**src/rtl/can_tx_sched_if.sv**
```systemverilog
// Handshake/bus bundle between the host, the CAN transmit scheduler and can_tx.
// Ports: mailbox load strobe/payload, per-mailbox abort, bus idle, launch/frame
// to can_tx, completion events from can_tx, per-mailbox status pulses.
interface can_tx_sched_if #(
  parameter int N_MBOX = 4
);
  localparam int SW = (N_MBOX > 1) ? $clog2(N_MBOX) : 1;

  // host -> scheduler
  logic              i_Load;
  logic [SW-1:0]     i_Load_Sel;
  logic [10:0]       i_Load_Id;
  logic [3:0]        i_Load_Dlc;
  logic [63:0]       i_Load_Data;
  logic [N_MBOX-1:0] i_Abort;
  logic              i_Bus_Idle;
  // scheduler <-> can_tx
  logic              o_Tx_Start;
  logic [10:0]       o_Tx_Id;
  logic [3:0]        o_Tx_Dlc;
  logic [63:0]       o_Tx_Data;
  logic              i_Tx_Done;
  logic              i_Tx_Arb_Lost;
  logic              i_Tx_Error;
  // scheduler -> host status
  logic [N_MBOX-1:0] o_Pending;
  logic [N_MBOX-1:0] o_Done;
  logic [N_MBOX-1:0] o_Fail;
  logic              o_Load_Err;

  // master: host side plus can_tx model; slave: the scheduler itself
  modport master (
    output i_Load, i_Load_Sel, i_Load_Id, i_Load_Dlc, i_Load_Data, i_Abort, i_Bus_Idle,
    output i_Tx_Done, i_Tx_Arb_Lost, i_Tx_Error,
    input  o_Tx_Start, o_Tx_Id, o_Tx_Dlc, o_Tx_Data,
    input  o_Pending, o_Done, o_Fail, o_Load_Err
  );

  modport slave (
    input  i_Load, i_Load_Sel, i_Load_Id, i_Load_Dlc, i_Load_Data, i_Abort, i_Bus_Idle,
    input  i_Tx_Done, i_Tx_Arb_Lost, i_Tx_Error,
    output o_Tx_Start, o_Tx_Id, o_Tx_Dlc, o_Tx_Data,
    output o_Pending, o_Done, o_Fail, o_Load_Err
  );
endinterface

```
**src/rtl/can_tx_sched.sv**
```systemverilog
// CAN transmit scheduler: N_MBOX mailboxes, lowest-Id-first launch on can_tx, retry on arb loss/error.
// Latency: load -> o_Tx_Start in 3 cycles; completion pulse -> o_Done/o_Fail next cycle, next launch >= 3 cycles.
// Backpressure: one frame in flight; loads to the in-flight mailbox are rejected (o_Load_Err), launch gated by i_Bus_Idle.
// Ports: i_Clock, i_Rst_n (async active-low) and the can_tx_sched_if slave bundle.
module can_tx_sched #(
  parameter int N_MBOX    = 4,
  parameter int MAX_RETRY = 3
) (
  input  logic          i_Clock,
  input  logic          i_Rst_n,
  can_tx_sched_if.slave bus
);
  localparam int SW = (N_MBOX > 1) ? $clog2(N_MBOX) : 1;

  typedef enum logic [1:0] {IDLE, SELECT, START, WAIT} state_t;

  state_t            state_q, state_d;
  logic [10:0]       id_q    [N_MBOX];
  logic [10:0]       id_d    [N_MBOX];
  logic [3:0]        dlc_q   [N_MBOX];
  logic [3:0]        dlc_d   [N_MBOX];
  logic [63:0]       data_q  [N_MBOX];
  logic [63:0]       data_d  [N_MBOX];
  logic [3:0]        retry_q [N_MBOX];
  logic [3:0]        retry_d [N_MBOX];
  logic [N_MBOX-1:0] pend_q, pend_d;
  logic [SW-1:0]     idx_q, idx_d;
  logic              abort_q, abort_d;
  logic [10:0]       tx_id_q, tx_id_d;
  logic [3:0]        tx_dlc_q, tx_dlc_d;
  logic [63:0]       tx_data_q, tx_data_d;
  logic [N_MBOX-1:0] done_q, done_d;
  logic [N_MBOX-1:0] fail_q, fail_d;
  logic              load_err_q, load_err_d;

  // Lowest Id wins; strict '<' keeps the lowest index on ties.
  logic          best_vld;
  logic [SW-1:0] best_idx;
  logic [10:0]   best_id;

  always_comb begin
    best_vld = 1'b0;
    best_idx = '0;
    best_id  = '1;
    for (int i = 0; i < N_MBOX; i++) begin
      if (pend_q[i] && (!best_vld || id_q[i] < best_id)) begin
        best_vld = 1'b1;
        best_idx = SW'(i);
        best_id  = id_q[i];
      end
    end
  end

  // The mailbox chosen in SELECT is already treated as in flight for aborts,
  // so an abort landing in that cycle is not lost between SELECT and START.
  logic          busy;
  logic          flight_vld;
  logic [SW-1:0] flight_idx;
  logic          abort_hit;
  logic          abort_now;
  logic [3:0]    retry_inc;
  logic [3:0]    load_dlc;

  always_comb begin
    busy       = (state_q == START) || (state_q == WAIT);
    flight_vld = busy || ((state_q == SELECT) && best_vld);
    flight_idx = (state_q == SELECT) ? best_idx : idx_q;
    abort_hit  = flight_vld && bus.i_Abort[flight_idx];
    abort_now  = abort_q || bus.i_Abort[idx_q];
    retry_inc  = retry_q[idx_q] + 4'd1;
    load_dlc   = (bus.i_Load_Dlc > 4'd8) ? 4'd8 : bus.i_Load_Dlc;
  end

  always_comb begin
    state_d    = state_q;
    id_d       = id_q;
    dlc_d      = dlc_q;
    data_d     = data_q;
    retry_d    = retry_q;
    pend_d     = pend_q;
    idx_d      = idx_q;
    abort_d    = abort_q;
    tx_id_d    = tx_id_q;
    tx_dlc_d   = tx_dlc_q;
    tx_data_d  = tx_data_q;
    done_d     = '0;
    fail_d     = '0;
    load_err_d = 1'b0;

    // Aborts of idle mailboxes act immediately; the in-flight one is deferred to WAIT exit.
    for (int i = 0; i < N_MBOX; i++) begin
      if (bus.i_Abort[i] && !(flight_vld && flight_idx == SW'(i))) begin
        pend_d[i] = 1'b0;
      end
    end

    case (state_q)
      IDLE: begin
        if ((|pend_q) && bus.i_Bus_Idle) state_d = SELECT;
      end
      SELECT: begin
        if (best_vld) begin
          idx_d     = best_idx;
          tx_id_d   = id_q[best_idx];
          tx_dlc_d  = dlc_q[best_idx];
          tx_data_d = data_q[best_idx];
          abort_d   = abort_hit && !(bus.i_Load && bus.i_Load_Sel == best_idx);
          state_d   = START;
        end else begin
          state_d = IDLE;
        end
      end
      START: begin
        abort_d = abort_q || abort_hit;
        state_d = WAIT;
      end
      WAIT: begin
        abort_d = abort_q || abort_hit;
        if (bus.i_Tx_Done) begin
          pend_d[idx_q]  = 1'b0;
          done_d[idx_q]  = 1'b1;
          retry_d[idx_q] = 4'd0;
          state_d        = IDLE;
        end else if (bus.i_Tx_Error) begin
          if (abort_now) begin
            pend_d[idx_q] = 1'b0;
          end else if (retry_inc == 4'(MAX_RETRY)) begin
            pend_d[idx_q]  = 1'b0;
            fail_d[idx_q]  = 1'b1;
            retry_d[idx_q] = 4'd0;
          end else begin
            retry_d[idx_q] = retry_inc;
          end
          state_d = IDLE;
        end else if (bus.i_Tx_Arb_Lost) begin
          if (abort_now) pend_d[idx_q] = 1'b0;
          state_d = IDLE;
        end
      end
      default: state_d = IDLE;
    endcase

    // Evaluated last so a load overrides an abort to the same mailbox.
    if (bus.i_Load) begin
      if (busy && bus.i_Load_Sel == idx_q) begin
        load_err_d = 1'b1;
      end else begin
        id_d[bus.i_Load_Sel]    = bus.i_Load_Id;
        dlc_d[bus.i_Load_Sel]   = load_dlc;
        data_d[bus.i_Load_Sel]  = bus.i_Load_Data;
        pend_d[bus.i_Load_Sel]  = 1'b1;
        retry_d[bus.i_Load_Sel] = 4'd0;
      end
    end
  end

  always_ff @(posedge i_Clock or negedge i_Rst_n) begin
    if (!i_Rst_n) begin
      state_q    <= IDLE;
      for (int i = 0; i < N_MBOX; i++) begin
        id_q[i]    <= '0;
        dlc_q[i]   <= '0;
        data_q[i]  <= '0;
        retry_q[i] <= '0;
      end
      pend_q     <= '0;
      idx_q      <= '0;
      abort_q    <= 1'b0;
      tx_id_q    <= '0;
      tx_dlc_q   <= '0;
      tx_data_q  <= '0;
      done_q     <= '0;
      fail_q     <= '0;
      load_err_q <= 1'b0;
    end else begin
      state_q    <= state_d;
      id_q       <= id_d;
      dlc_q      <= dlc_d;
      data_q     <= data_d;
      retry_q    <= retry_d;
      pend_q     <= pend_d;
      idx_q      <= idx_d;
      abort_q    <= abort_d;
      tx_id_q    <= tx_id_d;
      tx_dlc_q   <= tx_dlc_d;
      tx_data_q  <= tx_data_d;
      done_q     <= done_d;
      fail_q     <= fail_d;
      load_err_q <= load_err_d;
    end
  end

  assign bus.o_Tx_Start = (state_q == START);
  assign bus.o_Tx_Id    = tx_id_q;
  assign bus.o_Tx_Dlc   = tx_dlc_q;
  assign bus.o_Tx_Data  = tx_data_q;
  assign bus.o_Pending  = pend_q;
  assign bus.o_Done     = done_q;
  assign bus.o_Fail     = fail_q;
  assign bus.o_Load_Err = load_err_q;
endmodule

```
**src/flat_wrapper.sv**
```systemverilog
// flat-port wrapper written by rule: the top's interface ports become plain ports
module can_tx_sched_flat 
#(
  parameter int N_MBOX    = 4,
  parameter int MAX_RETRY = 3
)
  (i_Clock, i_Rst_n, bus_i_Load, bus_i_Load_Sel, bus_i_Load_Id, bus_i_Load_Dlc, bus_i_Load_Data, bus_i_Abort, bus_i_Bus_Idle, bus_i_Tx_Done, bus_i_Tx_Arb_Lost, bus_i_Tx_Error, bus_o_Tx_Start, bus_o_Tx_Id, bus_o_Tx_Dlc, bus_o_Tx_Data, bus_o_Pending, bus_o_Done, bus_o_Fail, bus_o_Load_Err);
  can_tx_sched_if #(.N_MBOX(N_MBOX)) bus_i ();
  input  logic i_Clock;
  input  logic i_Rst_n;
  input wire logic [$bits(bus_i.i_Load)-1:0] bus_i_Load;
  input wire logic [$bits(bus_i.i_Load_Sel)-1:0] bus_i_Load_Sel;
  input wire logic [$bits(bus_i.i_Load_Id)-1:0] bus_i_Load_Id;
  input wire logic [$bits(bus_i.i_Load_Dlc)-1:0] bus_i_Load_Dlc;
  input wire logic [$bits(bus_i.i_Load_Data)-1:0] bus_i_Load_Data;
  input wire logic [$bits(bus_i.i_Abort)-1:0] bus_i_Abort;
  input wire logic [$bits(bus_i.i_Bus_Idle)-1:0] bus_i_Bus_Idle;
  input wire logic [$bits(bus_i.i_Tx_Done)-1:0] bus_i_Tx_Done;
  input wire logic [$bits(bus_i.i_Tx_Arb_Lost)-1:0] bus_i_Tx_Arb_Lost;
  input wire logic [$bits(bus_i.i_Tx_Error)-1:0] bus_i_Tx_Error;
  output wire logic [$bits(bus_i.o_Tx_Start)-1:0] bus_o_Tx_Start;
  output wire logic [$bits(bus_i.o_Tx_Id)-1:0] bus_o_Tx_Id;
  output wire logic [$bits(bus_i.o_Tx_Dlc)-1:0] bus_o_Tx_Dlc;
  output wire logic [$bits(bus_i.o_Tx_Data)-1:0] bus_o_Tx_Data;
  output wire logic [$bits(bus_i.o_Pending)-1:0] bus_o_Pending;
  output wire logic [$bits(bus_i.o_Done)-1:0] bus_o_Done;
  output wire logic [$bits(bus_i.o_Fail)-1:0] bus_o_Fail;
  output wire logic [$bits(bus_i.o_Load_Err)-1:0] bus_o_Load_Err;
  assign bus_i.i_Load = bus_i_Load;
  assign bus_i.i_Load_Sel = bus_i_Load_Sel;
  assign bus_i.i_Load_Id = bus_i_Load_Id;
  assign bus_i.i_Load_Dlc = bus_i_Load_Dlc;
  assign bus_i.i_Load_Data = bus_i_Load_Data;
  assign bus_i.i_Abort = bus_i_Abort;
  assign bus_i.i_Bus_Idle = bus_i_Bus_Idle;
  assign bus_i.i_Tx_Done = bus_i_Tx_Done;
  assign bus_i.i_Tx_Arb_Lost = bus_i_Tx_Arb_Lost;
  assign bus_i.i_Tx_Error = bus_i_Tx_Error;
  assign bus_o_Tx_Start = bus_i.o_Tx_Start;
  assign bus_o_Tx_Id = bus_i.o_Tx_Id;
  assign bus_o_Tx_Dlc = bus_i.o_Tx_Dlc;
  assign bus_o_Tx_Data = bus_i.o_Tx_Data;
  assign bus_o_Pending = bus_i.o_Pending;
  assign bus_o_Done = bus_i.o_Done;
  assign bus_o_Fail = bus_i.o_Fail;
  assign bus_o_Load_Err = bus_i.o_Load_Err;
  can_tx_sched #(.N_MBOX(N_MBOX), .MAX_RETRY(MAX_RETRY)) u_core (.i_Clock(i_Clock), .i_Rst_n(i_Rst_n), .bus(bus_i));
endmodule
```
**config.mk**
```make
export PLATFORM = sky130hd
export DESIGN_NAME = can_tx_sched_flat
export DESIGN_NICKNAME = d
export VERILOG_FILES = /design/src/rtl/can_tx_sched_if.sv /design/src/rtl/can_tx_sched.sv /design/src/flat_wrapper.sv
export SDC_FILE = /design/constraint.sdc
export NUM_CORES = 1
export LEC_CHECK = 0
export CAP_MARGIN = 20
export CORE_MARGIN = 4
export CORE_UTILIZATION = 29
export CTS_CLUSTER_DIAMETER = 50
export DETAILED_ROUTE_END_ITERATION = 16
export GPL_TIMING_DRIVEN = 0
export SYNTH_ARGS = -nofsm -noshare
export SYNTH_HDL_FRONTEND = slang
export SYNTH_SLANG_ARGS = --single-unit
```
**constraint.sdc**
```tcl
create_clock -name i_Clock -period 7.8 [get_ports i_Clock]
set_input_delay 1.95 -clock i_Clock [delete_from_list [all_inputs] [get_ports i_Clock]]
set_output_delay 1.95 -clock i_Clock [all_outputs]
set_load 0.02 [all_outputs]
```
**Word level (Yosys, flattened, before mapping)**

Index checks and enable logic that the tools add are counted.

- Equality and inequality tests: 12
- Reductions and logical operators: 45
- $add $sub $neg: 1
- Bitwise logic cells: 11
- Muxes and demuxes: 81
- $lt $le $gt $ge: 14

Operators by type and width:

| kind | number |
|---|---|
| bitwise mux 256 bit | 1 |
| two-way mux 64 bit | 3 |
| binary-select mux 64 bit (select 2 bit) | 1 |
| demux 64 bit (select 2 bit) | 1 |
| two-way mux 16 bit | 7 |
| two-way mux 4 bit | 23 |
| two-way mux 11 bit | 6 |
| bitwise mux 44 bit | 1 |
| less-than comparator 11 bit | 3 |
| bitwise AND 16 bit | 2 |
| bitwise mux 16 bit | 2 |
| inverter 16 bit | 2 |
| binary-select mux 11 bit (select 2 bit) | 1 |
| demux 11 bit (select 2 bit) | 1 |
| logical AND 1 bit | 21 |
| binary-select mux 4 bit (select 2 bit) | 2 |
| demux 4 bit (select 2 bit) | 2 |
| two-way mux 1 bit | 16 |
| two-way mux 2 bit | 8 |
| >= comparator 3 bit, second input constant | 3 |
| less-than comparator 2 x 3 -> 1 bit, second input constant | 3 |
| inverter 2 -> 3 bit | 3 |
| equality test 2 bit, second input constant | 4 |
| logical NOT 1 bit | 8 |
| other kinds (23) | 40 |

- Bits of input ports: 92
- Bits in registers: 429
- Output and inout bits: 93

**Longest topological paths before layout**

- Word-level depth: 28
- Depth in mapped cells: 31
- Gate-level depth less buffers: 26

**Worst setup path after synthesis**

OpenSTA, ideal clock, no wires.

- Path type: register -> register
- Start point: register u_core.pend_q[0] (netlist: u_core.bus.o_Pending[0])
- End point: register u_core.tx_id_q[1] (netlist: u_core.bus.o_Tx_Id[1])
- Required time: 7.679 ns
- Slack: 0.901 ns
- Arrival time: 6.778 ns
- Stages on the path, launching flop included: 32
- Path buffers: 7
- Setup time: 0.121 ns
- Cells stage by stage: dfrtp_1 -> clkbuf_1 -> nor2b_1 -> ha_1 -> a211oi_2 -> nor2_1 -> nor3b_4 -> a31o_2 -> clkbuf_1 -> clkbuf_1 -> o21a_1 -> ha_1 -> nand2_1 -> nor2_1 -> a221oi_1 -> nand3_1 -> o31ai_4 -> clkbuf_1 -> clkbuf_1 -> o21a_1 -> ha_1 -> a21oi_1 -> o21ai_0 -> a211o_1 -> a211o_1 -> or4_4 -> o211ai_4 -> buf_6 -> o21ai_2 -> buf_2 -> a2bb2oi_1 -> o22a_1

- Word-level cells in the longest chain between the ends: 17

RTL lines:

| what | line | RTL |
|---|---|---|
| from (decl) | can_tx_sched.sv:26 | `logic [N_MBOX-1:0] pend_q, pend_d;` |
| from (signal assigned) | can_tx_sched.sv:181 | `pend_q <= pend_d;` |
| two-way mux 11 bit / two-way mux 1 bit (equally long branches) | can_tx_sched.sv:46 | `if (pend_q[i] && (!best_vld \|\| id_q[i] < best_id)) begin` |
| less-than comparator 11 bit / logical NOT 1 bit (equally long branches) | can_tx_sched.sv:46 |  |
| logical OR 1 bit | can_tx_sched.sv:46 |  |
| logical AND 1 bit | can_tx_sched.sv:46 |  |
| two-way mux 11 bit / two-way mux 1 bit (equally long branches) | can_tx_sched.sv:46 |  |
| less-than comparator 11 bit / logical NOT 1 bit (equally long branches) | can_tx_sched.sv:46 |  |
| logical OR 1 bit | can_tx_sched.sv:46 |  |
| logical AND 1 bit | can_tx_sched.sv:46 |  |
| two-way mux 11 bit / two-way mux 1 bit (equally long branches) | can_tx_sched.sv:46 |  |
| less-than comparator 11 bit / logical NOT 1 bit (equally long branches) | can_tx_sched.sv:46 |  |
| logical OR 1 bit | can_tx_sched.sv:46 |  |
| logical AND 1 bit | can_tx_sched.sv:46 |  |
| two-way mux 2 bit | can_tx_sched.sv:46 |  |
| inverter 2 -> 3 bit (not written as such) | can_tx_sched.sv:104 | `tx_id_d = id_q[best_idx];` |
| binary-select mux 11 bit (select 2 bit) | can_tx_sched.sv:104 |  |
| two-way mux 11 bit (not written as such) (2 in a row) | can_tx_sched.sv:104 |  |
| to (signal assigned) | can_tx_sched.sv:184 | `tx_id_q <= tx_id_d;` |
| to (decl) | can_tx_sched.sv:29 | `logic [10:0] tx_id_q, tx_id_d;` |

Parallel ways exist; a longest one is shown, timed or not. The select of a mux whose other input is x is not followed.
A chain may end at the register's enable or synchronous reset.

**Worst setup path after layout**

- Start point: register u_core.pend_q[0] (netlist: u_core.bus.o_Pending[0])
- End point: register u_core.tx_id_q[8] (netlist: u_core.bus.o_Tx_Id[8])

Same word-level chain as after synthesis.

==> impl_metrics.csv <==
group,metric,value,unit
outcome,status,"finished, final reports clean",
global_route,gr-total-overflow,0,
worst_setup_path,slowest_stage,"dfrtp_2",
die,chipWidth,268,µm
global_route,grt_pass1_wl,107,mm
route,drc_errors,0,
global_route,grt_max_degree,105,
timing,fin_crit_sh,95.1,%
worst_setup_path,crit_buf_inv,6,
placement,place_congestion,0.892,
cells_and_area,drive_above_1_share,6.96,%
route,dr_wl_met2,31.1,mm
synthesis,synth_top_area_cell,"dfrtp_1",
clock_network,clock_path_buffers,3,
die,die_h,268,µm
die,fp-row-count,95,
route,drt-initial-drc-count,1746,
route,first_pass_iters,7,
synthesis,synth_cells,2276,
die,core_area,67200,µm²
timing,max_slew_margin,27.1,%
synthesis,yosys_warnings,0,
power,powerDensity,426,nW/µm²
worst_setup_path,rr_startpoint,"u_core.bus.o_Pending[0]$_DFF_PN0_",
synthesis,ys_async_sr_fraction,100,%
timing,holdWs,466,ps
route,wl_met1,30.7,mm
worst_setup_path,critPathLaunch,"u_core.bus.o_Pending[0]$_DFF_PN0_",
global_route,grt_pass1_vias,17000,
worst_setup_path,start_kind,"flip-flop",
placement,portBuffers,183,
worst_setup_path,cpLargestDelayFamily,"compound AO/OA/AOI/OAI gates",
worst_setup_path,crit_path_frequent_cell,"clkbuf_4",
clock_network,insertion_delay,630,ps
synthesis,synth.distinct_cells,66,
placement,dp_hpwl,48.1,mm
hold_path,hold_start,"u_core.data_q[116]$_DFFE_PN0P_",
timing,tightest_slew,1090,ps
synthesis,synth_fp_nets,2399,
synthesis,synth_enable_flop_cells,0,
die,dieArea,72000,µm²
route,drt-vias-per-instance,5.04,
route,top_layer,"met5",
power,irDropWorstVdd,0.172,mV
worst_setup_path,slowest_delay,510,ps
clock_network,clock_sinks,429,
worst_setup_path,cp.required,8290,ps
placement,dp_slack,-1790,ps
route,dr_wl_met3,6.53,mm
timing,final.setup_skew,33.4,ps
synthesis,synth.avg_cell_area,8.63,µm²
die,initial_core_util,29.2,%
die,ios,185,
synthesis,synth_commonest_cells,"nand2_1 (1099), dfrtp_1 (429), clkbuf_1 (122), nor2_1 (99), nand3_1 (51)",
clock_network,tritoncts,"done",
worst_setup_path,crit_path_end_kind,"flip-flop",
timing,min_period,7410,ps
synthesis,yosys_register_bits,429,
timing,setup_viol,0,
global_route,track_usage,19.3,%
timing,timing.fmax,0.135,GHz
clock_network,cts.clk_slew.worst_paths,60,ps
route,wl_per_cell,20.4,µm
cells_and_area,num-fill-cells,6850,
worst_setup_path,critical_path_class,"flip-flop to flip-flop",
cells_and_area,area_growth,25.9,%
global_route,antenna_found_initial,9,
job,cap_violations,0,
clock_network,cts_max_level,2,
clock_network,cts-root-buf,"clkbuf_16",
worst_setup_path,arrival,7900,ps
synthesis,synth_seq_area_share,54.7,%
synthesis,synth_area_leaders,"dfrtp_1 (55%), nand2_1 (21%), clkbuf_1 (2.3%)",
synthesis,synth.most_common_cell,"nand2_1",
timing,hold_violations,0,
timing,drv_slew,0,
hold_path,hp-class,"flip-flop to flip-flop",
power,power,10.5,mW
worst_setup_path,worstPathMaxFanout,10,
clock_network,numCtsBuffers,57,
synthesis,yosysTopAreaCellShare,54.7,%
synthesis,synthFlopType,"dfrtp_1",
cells_and_area,fin_nets,2648,
power,leakage,11.8,nW
synthesis,netlist_area,19600,µm²
route,antenna_left,0,
timing,rsz0062_at_grt,"no",
route,via_count,17400,
route,wirelength,70.3,mm
timing,setup_slack,385,ps
-- power breakdown --
group / leakage, nW / internal [mW] / switching (mW)
registers: 5.37 / 2.93 / 0.484
logic: 5.45 / 1.61 / 2.83
clock network: 0.940 / 1.61 / 1.07
total: 11.8 / 6.15 / 4.39
-- worst reg2reg max path: cells and delay by family, from the launching register on --
| kind | cells | cell delay [ps] |
|---|---|---|
| AO/OA/AOI/OAI | 14 | 2790 |
| adder cells (fa/ha/maj) | 3 | 810 |
| buffers and inverters | 6 | 1590 |
| flip-flops | 1 | 510 |
| AND/OR/NAND/NOR | 8 | 1600 |
-- sequential cells by signal, indices dropped and copies added, names as in the netlist, named ones only --
register,flops
u_core.data_q,256
u_core.bus.o_Tx_Data,64
u_core.id_q,44
u_core.dlc_q,16
u_core.retry_q,16
u_core.bus.o_Tx_Id,11
u_core.bus.o_Done,4
u_core.bus.o_Fail,4
u_core.bus.o_Pending,4
u_core.bus.o_Tx_Dlc,4
u_core.idx_q,2
u_core.abort_q,1
u_core.bus.o_Load_Err,1
u_core.state_q,1
-- cells in the final DEF (no fill, tap or decap), drive strengths merged, types with 13 or more instances in the layout --
| cell type | count |
|---|---|
| nand2 | 1099 |
| dfrtp | 429 |
| clkbuf | 192 |
| clkdlybuf4s50 | 182 |
| nor2 | 102 |
| nand3 | 51 |
| o211ai | 47 |
| o221ai | 42 |
| or3 | 41 |
| buf | 39 |
| a31oi | 32 |
| o21ai | 32 |
| ha | 31 |
| a311o | 28 |
| a21oi | 27 |
| o21a | 25 |
| nor2b | 18 |
| clkinv | 13 |
| inv | 13 |
-- worst paths after layout --
| path | end | depth (start not counted) | slack [ps] |
|---|---|---|---|
| max | u_core.bus.o_Tx_Id[8]$_DFFE_PN0P_ | 31 | 390 |
| min | u_core.data_q[116]$_DFFE_PN0P_ | 2 | 470 |
| max reg2reg | u_core.bus.o_Tx_Id[8]$_DFFE_PN0P_ | 31 | 390 |
| min reg2reg | u_core.data_q[116]$_DFFE_PN0P_ | 2 | 470 |
| max in group asynchronous | u_core.data_q[55]$_DFFE_PN0P_ | 3 | 5020 |
| min in group asynchronous | u_core.id_q[29]$_DFFE_PN0P_ | 1 | 1380 |
-- area by class of cell --
type,instances,area [µm²],area share (%)
Antenna cell,3,7.51,0.0304
Buffer,147,657,2.66
Clock buffer,75,1580,6.41
Clock inverter,30,357,1.44
Inverter,7,26.3,0.106
Multi-Input combinational cell,1692,8290,33.5
Sequential cell,429,10700,43.4
Tap cell,873,1090,4.42
Timing Repair Buffer,191,1980,8.01
-- cells by family (layout without fill, tap and decap cells) --
| family | count (synthesis) | count (layout) | synth area share (%) |
|---|---|---|---|
| AO/OA/AOI/OAI | 297 | 297 | 11.5 |
| XOR/XNOR | 5 | 5 | 0.261 |
| adder cells (fa/ha/maj) | 31 | 31 | 1.97 |
| buffers and inverters | 155 | 450 | 3.30 |
| flip-flops | 429 | 429 | 54.7 |
| multiplexers | 5 | 5 | 0.573 |
| other | 0 | 3 | 0 |
| AND/OR/NAND/NOR | 1354 | 1354 | 27.7 |
-- stage by stage --
step | setup TNS [ps] | std cells | area [µm²] | util (%)
after global placement | -6638240 | 3332 | 22600 | 33.6
after CTS | 0 | 3441 | 24700 | 36.7
after floorplan | 0 | 2276 | 19600 | -
after global routing | 0 | 3446 | 24700 | 36.8
after detailed placement | -128340 | 3337 | 22700 | 33.8
final | 0 | 3447 | 24700 | 36.8
-- metal layers --
metal	up-vias	GRT usage, %
li1	8058	-
met1	8518	26.8
met2	656	29.6
met3	126	5.45
met4	12	5.81
met5	-	0
-- timing repair --
item | 4_1_cts | 5_1_grt
gates resized for setup | 19 | 22
pin swaps | 0 | 2
buffers inserted | 0 | 3
hold buffers | 0 | 0
endpoints found under the setup margin | 86 | 86
No activity file was read; power rests on OpenSTA's default activity.
